`config.mk`:
```
export PLATFORM = sky130hd
export DESIGN_NAME = alu_seq_ctrl_flat
export DESIGN_NICKNAME = d
export VERILOG_FILES = /design/src/rtl/alu_seq_ctrl_if.sv /design/src/rtl/alu_seq_ctrl.sv /design/src/flat_wrapper.sv
export SDC_FILE = /design/constraint.sdc
export NUM_CORES = 1
export LEC_CHECK = 0
export ABC_AREA = 1
export CAP_MARGIN = 10
export CORE_MARGIN = 2
export CORE_UTILIZATION = 58
export DETAILED_ROUTE_END_ITERATION = 6
export GPL_ROUTABILITY_DRIVEN = 0
export PLACE_DENSITY = 0.92
export REMOVE_ABC_BUFFERS = 1
export SLEW_MARGIN = 10
export SYNTH_ARGS = -nofsm -noshare
export SYNTH_HDL_FRONTEND = slang
export SYNTH_SLANG_ARGS = --single-unit
```
`constraint.sdc`:
```
create_clock -name clk -period 5.65 [get_ports clk]
set_clock_uncertainty 0.05 [all_clocks]
set_input_delay 0.8475 -clock clk [delete_from_list [all_inputs] [get_ports clk]]
set_output_delay 0.8475 -clock clk [all_outputs]
set_load 0.02 [all_outputs]
```
`src/rtl/alu_seq_ctrl_if.sv`:
```
// Issue handshake between a requester and the ALU sequencing controller.
// The requester drives the opcode and register addresses and holds them
// with in_valid until it sees in_ready.
interface alu_seq_ctrl_if #(
   parameter int ADDR_W = 2
);
   logic              in_valid;
   logic              in_ready;
   logic [2:0]        in_oc;
   logic [ADDR_W-1:0] in_dst;
   logic [ADDR_W-1:0] in_src_a;
   logic [ADDR_W-1:0] in_src_b;

   modport master (
      output in_valid,
      output in_oc,
      output in_dst,
      output in_src_a,
      output in_src_b,
      input  in_ready
   );

   modport slave (
      input  in_valid,
      input  in_oc,
      input  in_dst,
      input  in_src_a,
      input  in_src_b,
      output in_ready
   );
endinterface

```
`src/rtl/alu_seq_ctrl.sv`:
```
// Issue/writeback sequencer around an external combinational ALU.
// Operands come from a small register file, are registered onto the ALU
// inputs at accept, and the ALU result is written back one edge later.
//
// state  | meaning
// -------+------------------------------------------------------------
// S_IDLE | ready for a request; operands latched on accept
// S_EXEC | ALU inputs stable; result written back at the closing edge
// S_WB   | writeback done; done/err pulse is registered at this edge
module alu_seq_ctrl #(
   parameter int DATA_WIDTH = 16,
   parameter int REG_COUNT  = 4,
   parameter int ADDR_W     = 2
) (
   input  logic                  clk,
   input  logic                  rst,
   alu_seq_ctrl_if.slave         req,
   input  logic                  ld_en,
   input  logic [ADDR_W-1:0]     ld_addr,
   input  logic [DATA_WIDTH-1:0] ld_data,
   input  logic [ADDR_W-1:0]     rd_addr,
   output logic [DATA_WIDTH-1:0] rd_data,
   output logic [2:0]            alu_oc,
   output logic [DATA_WIDTH-1:0] alu_a,
   output logic [DATA_WIDTH-1:0] alu_b,
   input  logic [DATA_WIDTH-1:0] alu_f,
   output logic                  done,
   output logic                  err,
   output logic [15:0]           op_count
);

   localparam logic [2:0] OC_DIV = 3'b011;

   typedef enum logic [1:0] {
      S_IDLE = 2'd0,
      S_EXEC = 2'd1,
      S_WB   = 2'd2
   } state_t;

   state_t                  state;
   logic [ADDR_W-1:0]       dst_q;
   logic                    dz_q;
   logic [DATA_WIDTH-1:0]   regs [REG_COUNT];
   logic                    div_zero;
   logic                    wb_en;

   // Divide by zero suppresses the writeback and the op count.
   assign div_zero = (alu_oc == OC_DIV) && (alu_b == '0);
   assign wb_en    = (state == S_EXEC) && !div_zero;

   // Ready is held low throughout reset, not just after the first edge.
   assign req.in_ready = (state == S_IDLE) && !rst;

   assign rd_data = regs[rd_addr];

   // Register file: per-entry decode, writeback has priority over the load port.
   always_ff @(posedge clk) begin
      if (rst) begin
         for (int i = 0; i < REG_COUNT; i++) begin
            regs[i] <= '0;
         end
      end else begin
         for (int i = 0; i < REG_COUNT; i++) begin
            if (wb_en && (dst_q == ADDR_W'(i))) begin
               regs[i] <= alu_f;
            end else if (ld_en && (ld_addr == ADDR_W'(i))) begin
               regs[i] <= ld_data;
            end
         end
      end
   end

   // Sequencer: operand capture, op counting and the retire pulse.
   always_ff @(posedge clk) begin
      if (rst) begin
         state    <= S_IDLE;
         alu_oc   <= '0;
         alu_a    <= '0;
         alu_b    <= '0;
         dst_q    <= '0;
         dz_q     <= 1'b0;
         done     <= 1'b0;
         err      <= 1'b0;
         op_count <= '0;
      end else begin
         done <= 1'b0;
         err  <= 1'b0;
         case (state)
            S_IDLE: begin
               if (req.in_valid) begin
                  alu_oc <= req.in_oc;
                  dst_q  <= req.in_dst;
                  alu_a  <= regs[req.in_src_a];
                  alu_b  <= regs[req.in_src_b];
                  state  <= S_EXEC;
               end
            end
            S_EXEC: begin
               dz_q <= div_zero;
               if (!div_zero) begin
                  op_count <= op_count + 16'd1;
               end
               state <= S_WB;
            end
            S_WB: begin
               done  <= 1'b1;
               err   <= dz_q;
               state <= S_IDLE;
            end
            default: begin
               state <= S_IDLE;
            end
         endcase
      end
   end

endmodule
```
`src/flat_wrapper.sv`:
```
// flat-port wrapper written by rule: the top's interface ports become plain ports
module alu_seq_ctrl_flat 
#(
   parameter int DATA_WIDTH = 16,
   parameter int REG_COUNT  = 4,
   parameter int ADDR_W     = 2
)
  (clk, rst, ld_en, ld_addr, ld_data, rd_addr, rd_data, alu_oc, alu_a, alu_b, alu_f, done, err, op_count, req_in_valid, req_in_oc, req_in_dst, req_in_src_a, req_in_src_b, req_in_ready);
  alu_seq_ctrl_if #(.ADDR_W(ADDR_W)) req_i ();
  input  logic clk;
  input  logic rst;
  input  logic ld_en;
  input  logic [ADDR_W-1:0] ld_addr;
  input  logic [DATA_WIDTH-1:0] ld_data;
  input  logic [ADDR_W-1:0] rd_addr;
  output logic [DATA_WIDTH-1:0] rd_data;
  output logic [2:0] alu_oc;
  output logic [DATA_WIDTH-1:0] alu_a;
  output logic [DATA_WIDTH-1:0] alu_b;
  input  logic [DATA_WIDTH-1:0] alu_f;
  output logic done;
  output logic err;
  output logic [15:0] op_count;
  input wire logic [$bits(req_i.in_valid)-1:0] req_in_valid;
  input wire logic [$bits(req_i.in_oc)-1:0] req_in_oc;
  input wire logic [$bits(req_i.in_dst)-1:0] req_in_dst;
  input wire logic [$bits(req_i.in_src_a)-1:0] req_in_src_a;
  input wire logic [$bits(req_i.in_src_b)-1:0] req_in_src_b;
  output wire logic [$bits(req_i.in_ready)-1:0] req_in_ready;
  assign req_i.in_valid = req_in_valid;
  assign req_i.in_oc = req_in_oc;
  assign req_i.in_dst = req_in_dst;
  assign req_i.in_src_a = req_in_src_a;
  assign req_i.in_src_b = req_in_src_b;
  assign req_in_ready = req_i.in_ready;
  alu_seq_ctrl #(.DATA_WIDTH(DATA_WIDTH), .REG_COUNT(REG_COUNT), .ADDR_W(ADDR_W)) u_core (.clk(clk), .rst(rst), .req(req_i), .ld_en(ld_en), .ld_addr(ld_addr), .ld_data(ld_data), .rd_addr(rd_addr), .rd_data(rd_data), .alu_oc(alu_oc), .alu_a(alu_a), .alu_b(alu_b), .alu_f(alu_f), .done(done), .err(err), .op_count(op_count));
endmodule
```
=== Yosys cells after proc, flatten, opt, wreduce, memory -nomap -nowiden ===
Memories as Yosys holds them, arrays and structs flattened. A register that Yosys moved wholly into a read port is not among the register bits.
Cells that the tools add are included.
Widths: inputs -> output; s select.

* Register bits: 26
* Bits in writable memories: 64
* Output and inout bits: 70
* Word-level logic and storage cells: 90
* Memories kept: 1

* Add/sub/neg operators: 1
* Equal/unequal tests: 10
* Multiplexer cells: 41
* Bitwise logic cells: 10
* Reductions and logical operators: 20

{| class="wikitable"
|+ Memories
! name !! depth !! width !! rd ports !! clocked after Yosys merged registers in !! write ports !! RTL line !! text
|-
| u_core.regs || 4 || 16 || 3 || 2 || 4 || alu_seq_ctrl.sv:43 || <nowiki>logic [DATA_WIDTH-1:0] regs [REG_COUNT];</nowiki>
|}

{| class="wikitable"
|+ Operator list
! kind !! count
|-
| $mux 16 || 8
|-
| $mux 1 || 31
|-
| $add 16x1->16 const B || 1
|-
| $logic_not 16->1 || 1
|-
| $logic_and 1x1->1 || 11
|-
| $eq 2x2->1 const B || 5
|-
| $or 1x1->1 || 8
|-
| $eq 2x1->1 const B || 3
|-
| $logic_not 2->1 || 3
|-
| $pmux 2 s2 || 1
|-
| $reduce_and 2->1 || 2
|-
| $eq 3x2->1 const B || 1
|-
| $logic_not 1->1 || 2
|-
| $mux 2 || 1
|-
| $ne 2x2->1 const B || 1
|-
| $not 1->1 || 2
|-
| $reduce_or 2->1 || 1
|}

=== Longest topological paths before layout ===
* Depth after elaboration: 10
* Depth in mapped cells: 11
* Gate-level depth less buffers: 10

=== Worst setup path before layout ===
Ideal clock, no wire load.

* Path type: input -> output
* Start: input rd_addr[0]
* End: output rd_data[12]
* Arrival time: 1963 ps
* Path slack: 2789 ps
* Cell stages on the path: 6
* Path buffers: 3
* Cell sequence: clkbuf_1 -> inv_1 -> buf_2 -> clkbuf_1 -> a21oi_1 -> a21oi_1

* Cells in the longest elaborated chain, start to end: 1

{| class="wikitable"
|+ RTL lines
! element !! RTL line !! text
|-
| from (decl) || flat_wrapper.sv:15 || <nowiki>input logic [ADDR_W-1:0] rd_addr;</nowiki>
|-
| $mem_v2 4x16 || - ||
|-
| to (decl) || flat_wrapper.sv:16 || <nowiki>output logic [DATA_WIDTH-1:0] rd_data;</nowiki>
|}

No other way between the ends.

=== Final worst setup path ===
* Start: input rd_addr[1]
* End: output rd_data[15]

The elaborated chain is that of the path after synthesis.

==> results by group <==
Run status
  • Outcome: finished with violations
  • Failing checks: DRC

Pwr
  • Net Sw Frac: 0.278
  • Pint: about 1.8 mW
  • Clock power frac: 0.420
  • Leak: 3.67 nW
  • PwrDens: around 290 nW/um2
  • VDD IR max: between 150 and 200 uV
  • Net Switching: a little over 0.7 mW
  • Pwr Total: between 2 and 3 mW
  • Flop pwr share: 0.409
  • Gate power share: 0.171

Yosys
  • Cell count after synthesis: approximately 1000
  • Compound-gate portion of the synthesized area: 0.183
  • Post-synthesis xor/xnor area fraction: 0.00727
  • Sequential fraction of the synthesis area: 0.426
  • Mux cell area share after synthesis: 0
  • Synth Area in Adders: 0.00173
  • Synth Register Bits: approximately 120
  • Largest family of logic cells by synthesized area: simple AND/OR/NAND/NOR gates
  • Netlist area before placement: roughly 7200 um2
  • Unique masters post-synth: 33
  • Synthesis warning total: 0
  • Simple-gate share of the synthesized area: 0.282
  • Mean Syn Cell Area: between 7 and 8 um2

CTS
  • Clk slew on worst S/H paths: 0.05 ns
  • Worst skew pair latency: 0.43 ns
  • Cts hold-fix bufs: 0
  • Number of post-CTS setup repair buffers: 0
  • Maximum clock path buffer count: 2
  • CTS Sinks: ~120
  • CTS Buf Count: 17
  • Post-CTS sizing: 0
  • TritonCTS clock tree: yes
  • H-tree levels: 4
  • Root buf cell: clkbuf_16

GRT
  • Maximum number of pins on one net before global-route repair: just over 60
  • Met2 GRT Util: 0.535
  • GRT Residual Overflow: 0
  • Initial antenna violation count: 0
  • GRT Overall Usage: 0.325
  • Routing usage on met3: 0.0868
  • First-pass GRT wire length: between 30000 and 40000 um
  • Met1 Use GR: 0.395
  • Vias in the first global route: between 6000 and 7000
  • Top Usage Layer GRT: met2

Drt
  • Post-DRT Antenna Nets: 0
  • Drc violations: 21
  • Final WL: around 22000 um
  • Drt first pass iters: 7
  • Wire per inst: 17.4 um
  • Routed via count: 7369
  • DR vias/cell: roughly 5.9
  • Initial DRC Count: between 1000 and 1500

Layout
  • Share of cells above drive strength 1: 0.0698
  • Fillers: 887
  • Non-Filler Instances: about 1200
  • Most frequent cells in the layout: nand2_1, nor2_1, clkdlybuf4s50_1
  • Final nets: between 1000 and 1500
  • # diodes: 0
  • Commonest non-fill, non-tap cell in the layout: nand2_1
  • Area grow syn2layout: 23.5%

Critical path
  • R2r setup slk: between 2 and 3 ns
  • CP endpoint kind: output port
  • R2R depth: 4
  • Req. time, crit path: about 4.8 ns
  • Arrival time worst endpoint: roughly 3.1 ns
  • Kind of critical path: in -> out
  • Capturing point of the worst reg2reg path: u_core.regs[0][8]
  • Worst Path Max Fanout: 32
  • Critical path launch point type: input port
  • Worst reg2reg path startpoint: u_core.dst_q[0]

Timing
  • # setup viols final: 0
  • Rel. slew slack: 0.109
  • Crit share post-route: 0.708
  • Fmax: 250 MHz
  • Total Neg Setup Slack: 0 ns
  • Worst-margin pin slew: approximately 1.3 ns
  • Max Slew Vio Count: 0
  • Hold Vio Cnt, Final: 0
  • Min Tclk post-route: 4.00 ns
  • RSZ-0062 raised after global routing: false

Worst hold path
  • Hold Crit Depth: 2
  • Worst hold start: u_core.dz_q
  • WHS Endpoint: u_core.err
  • Hold WC Path Type: reg -> reg

Die
  • Rows: 40
  • Die Wd: approximately 120 um
  • DIE AREA: around 13000 um2
  • IO Pins: about 120
  • Die H: approximately 120 um
  • Core ar.: roughly 12000 um2
  • Initial Util: 0.597

Flow run
  • Max-cap violations: 0

Placed design
  • HPWL Detailed: roughly 13000 um
  • Placed Cells: approximately 1200
  • Port Buffers: 118
cells in the mapped netlist:
master	instances	area, um2
nand2_1	185	694
nor2_1	136	510
inv_1	105	394
a21oi_1	100	500
o21ai_0	78	390
edfxtp_1	64	1920
dfxtp_1	58	1160
nand3_1	53	265
o211ai_1	46	345
clkbuf_1	37	139
nand4_1	21	131
buf_2	17	85.1
nor2_2	11	68.8
nand3b_1	10	75.1
nand3_2	8	80.1
buf_6	6	67.6
nor3_1	6	30.0
xor2_1	6	52.6
inv_2	5	18.8
nand2_4	5	56.3
o21a_1	5	37.5
nand2_2	3	18.8
o221ai_1	3	26.3
buf_4	2	15.0
nand3_4	2	35.0
nor2_4	2	22.5
o21ai_1	2	10.0
a211oi_2	1	12.5
buf_1	1	3.75
ha_1	1	12.5
nand4_4	1	21.3
nor2_8	1	20.0
nor4_1	1	6.26
critical path, cell delays in order:
cell             delay, ns
clkdlybuf4s50_1       0.40
inv_1                 0.76
o21ai_0               0.26
a21oi_1               0.20
a21oi_1               0.08
clkdlybuf4s50_1       0.55
registers in the layout (all words and copies together), names as in the netlist:
register and count:
u_core.regs 64, u_core.alu_a 16, u_core.alu_b 16, u_core.op_count 16
u_core.alu_oc 3, u_core.dst_q 2, u_core.state 2, u_core.done 1
u_core.dz_q 1, u_core.err 1
per-layer routing:
layer  part of all wire  routed length, um
met4              0.036                787
met1               0.37               7910
met3               0.12               2510
met2               0.48              10400
met5                  0                  0
power by group through the flow:
| stage | clock network, mW | registers (mW) | logic, mW |
|---|---|---|---|
| 2_1_floorplan | 0 | 1.08 | 0.200 |
| 3_3_place_gp | 0 | 1.06 | 0.417 |
| 3_5_place_dp | 0 | 1.06 | 0.427 |
| 4_1_cts | 1.07 | 1.04 | 0.430 |
| 5_1_grt | 1.11 | 1.05 | 0.472 |
| 6_report | 1.07 | 1.04 | 0.436 |
worst max path at each step:
stage	start	endpoint	depth (start not counted)
after floorplan	rd_addr[0]	rd_data[0]	3
after global placement	rd_addr[0]	rd_data[4]	8
after detailed placement	rd_addr[0]	rd_data[15]	8
after CTS	rd_addr[0]	rd_data[15]	8
after global routing	rd_addr[0]	rd_data[7]	8
final	rd_addr[1]	rd_data[15]	6
per-stage QoR:
stage	util	setup WS (ns)	cell area, um2	hold slack, ns
after floorplan	-	2.77	6920	0.388
after global placement	0.689	1.77	8350	0.406
after detailed placement	0.689	1.74	8350	0.418
after CTS	0.737	1.74	8930	0.425
after global routing	0.737	1.52	8920	0.460
final	0.737	1.65	8920	0.425
cells by family after synthesis:
kind of cell,Yosys count
compound gates,235
simple gates,445
buf+inv,173
fa+ha+maj,1
flops,122
xor+xnor,6
layout make-up:
class / instances / area [um2] / area share
Timing Repair Buffer: 124 / 1220 / 0.136
Tap cell: 168 / 210 / 0.0236
Inverter: 110 / 413 / 0.0463
Multi-Input combinational cell: 687 / 3420 / 0.384
Sequential cell: 122 / 3080 / 0.345
Clock buffer: 25 / 518 / 0.0580
Clock inverter: 7 / 61.3 / 0.00687
No activity file was read; power rests on OpenSTA's default activity.
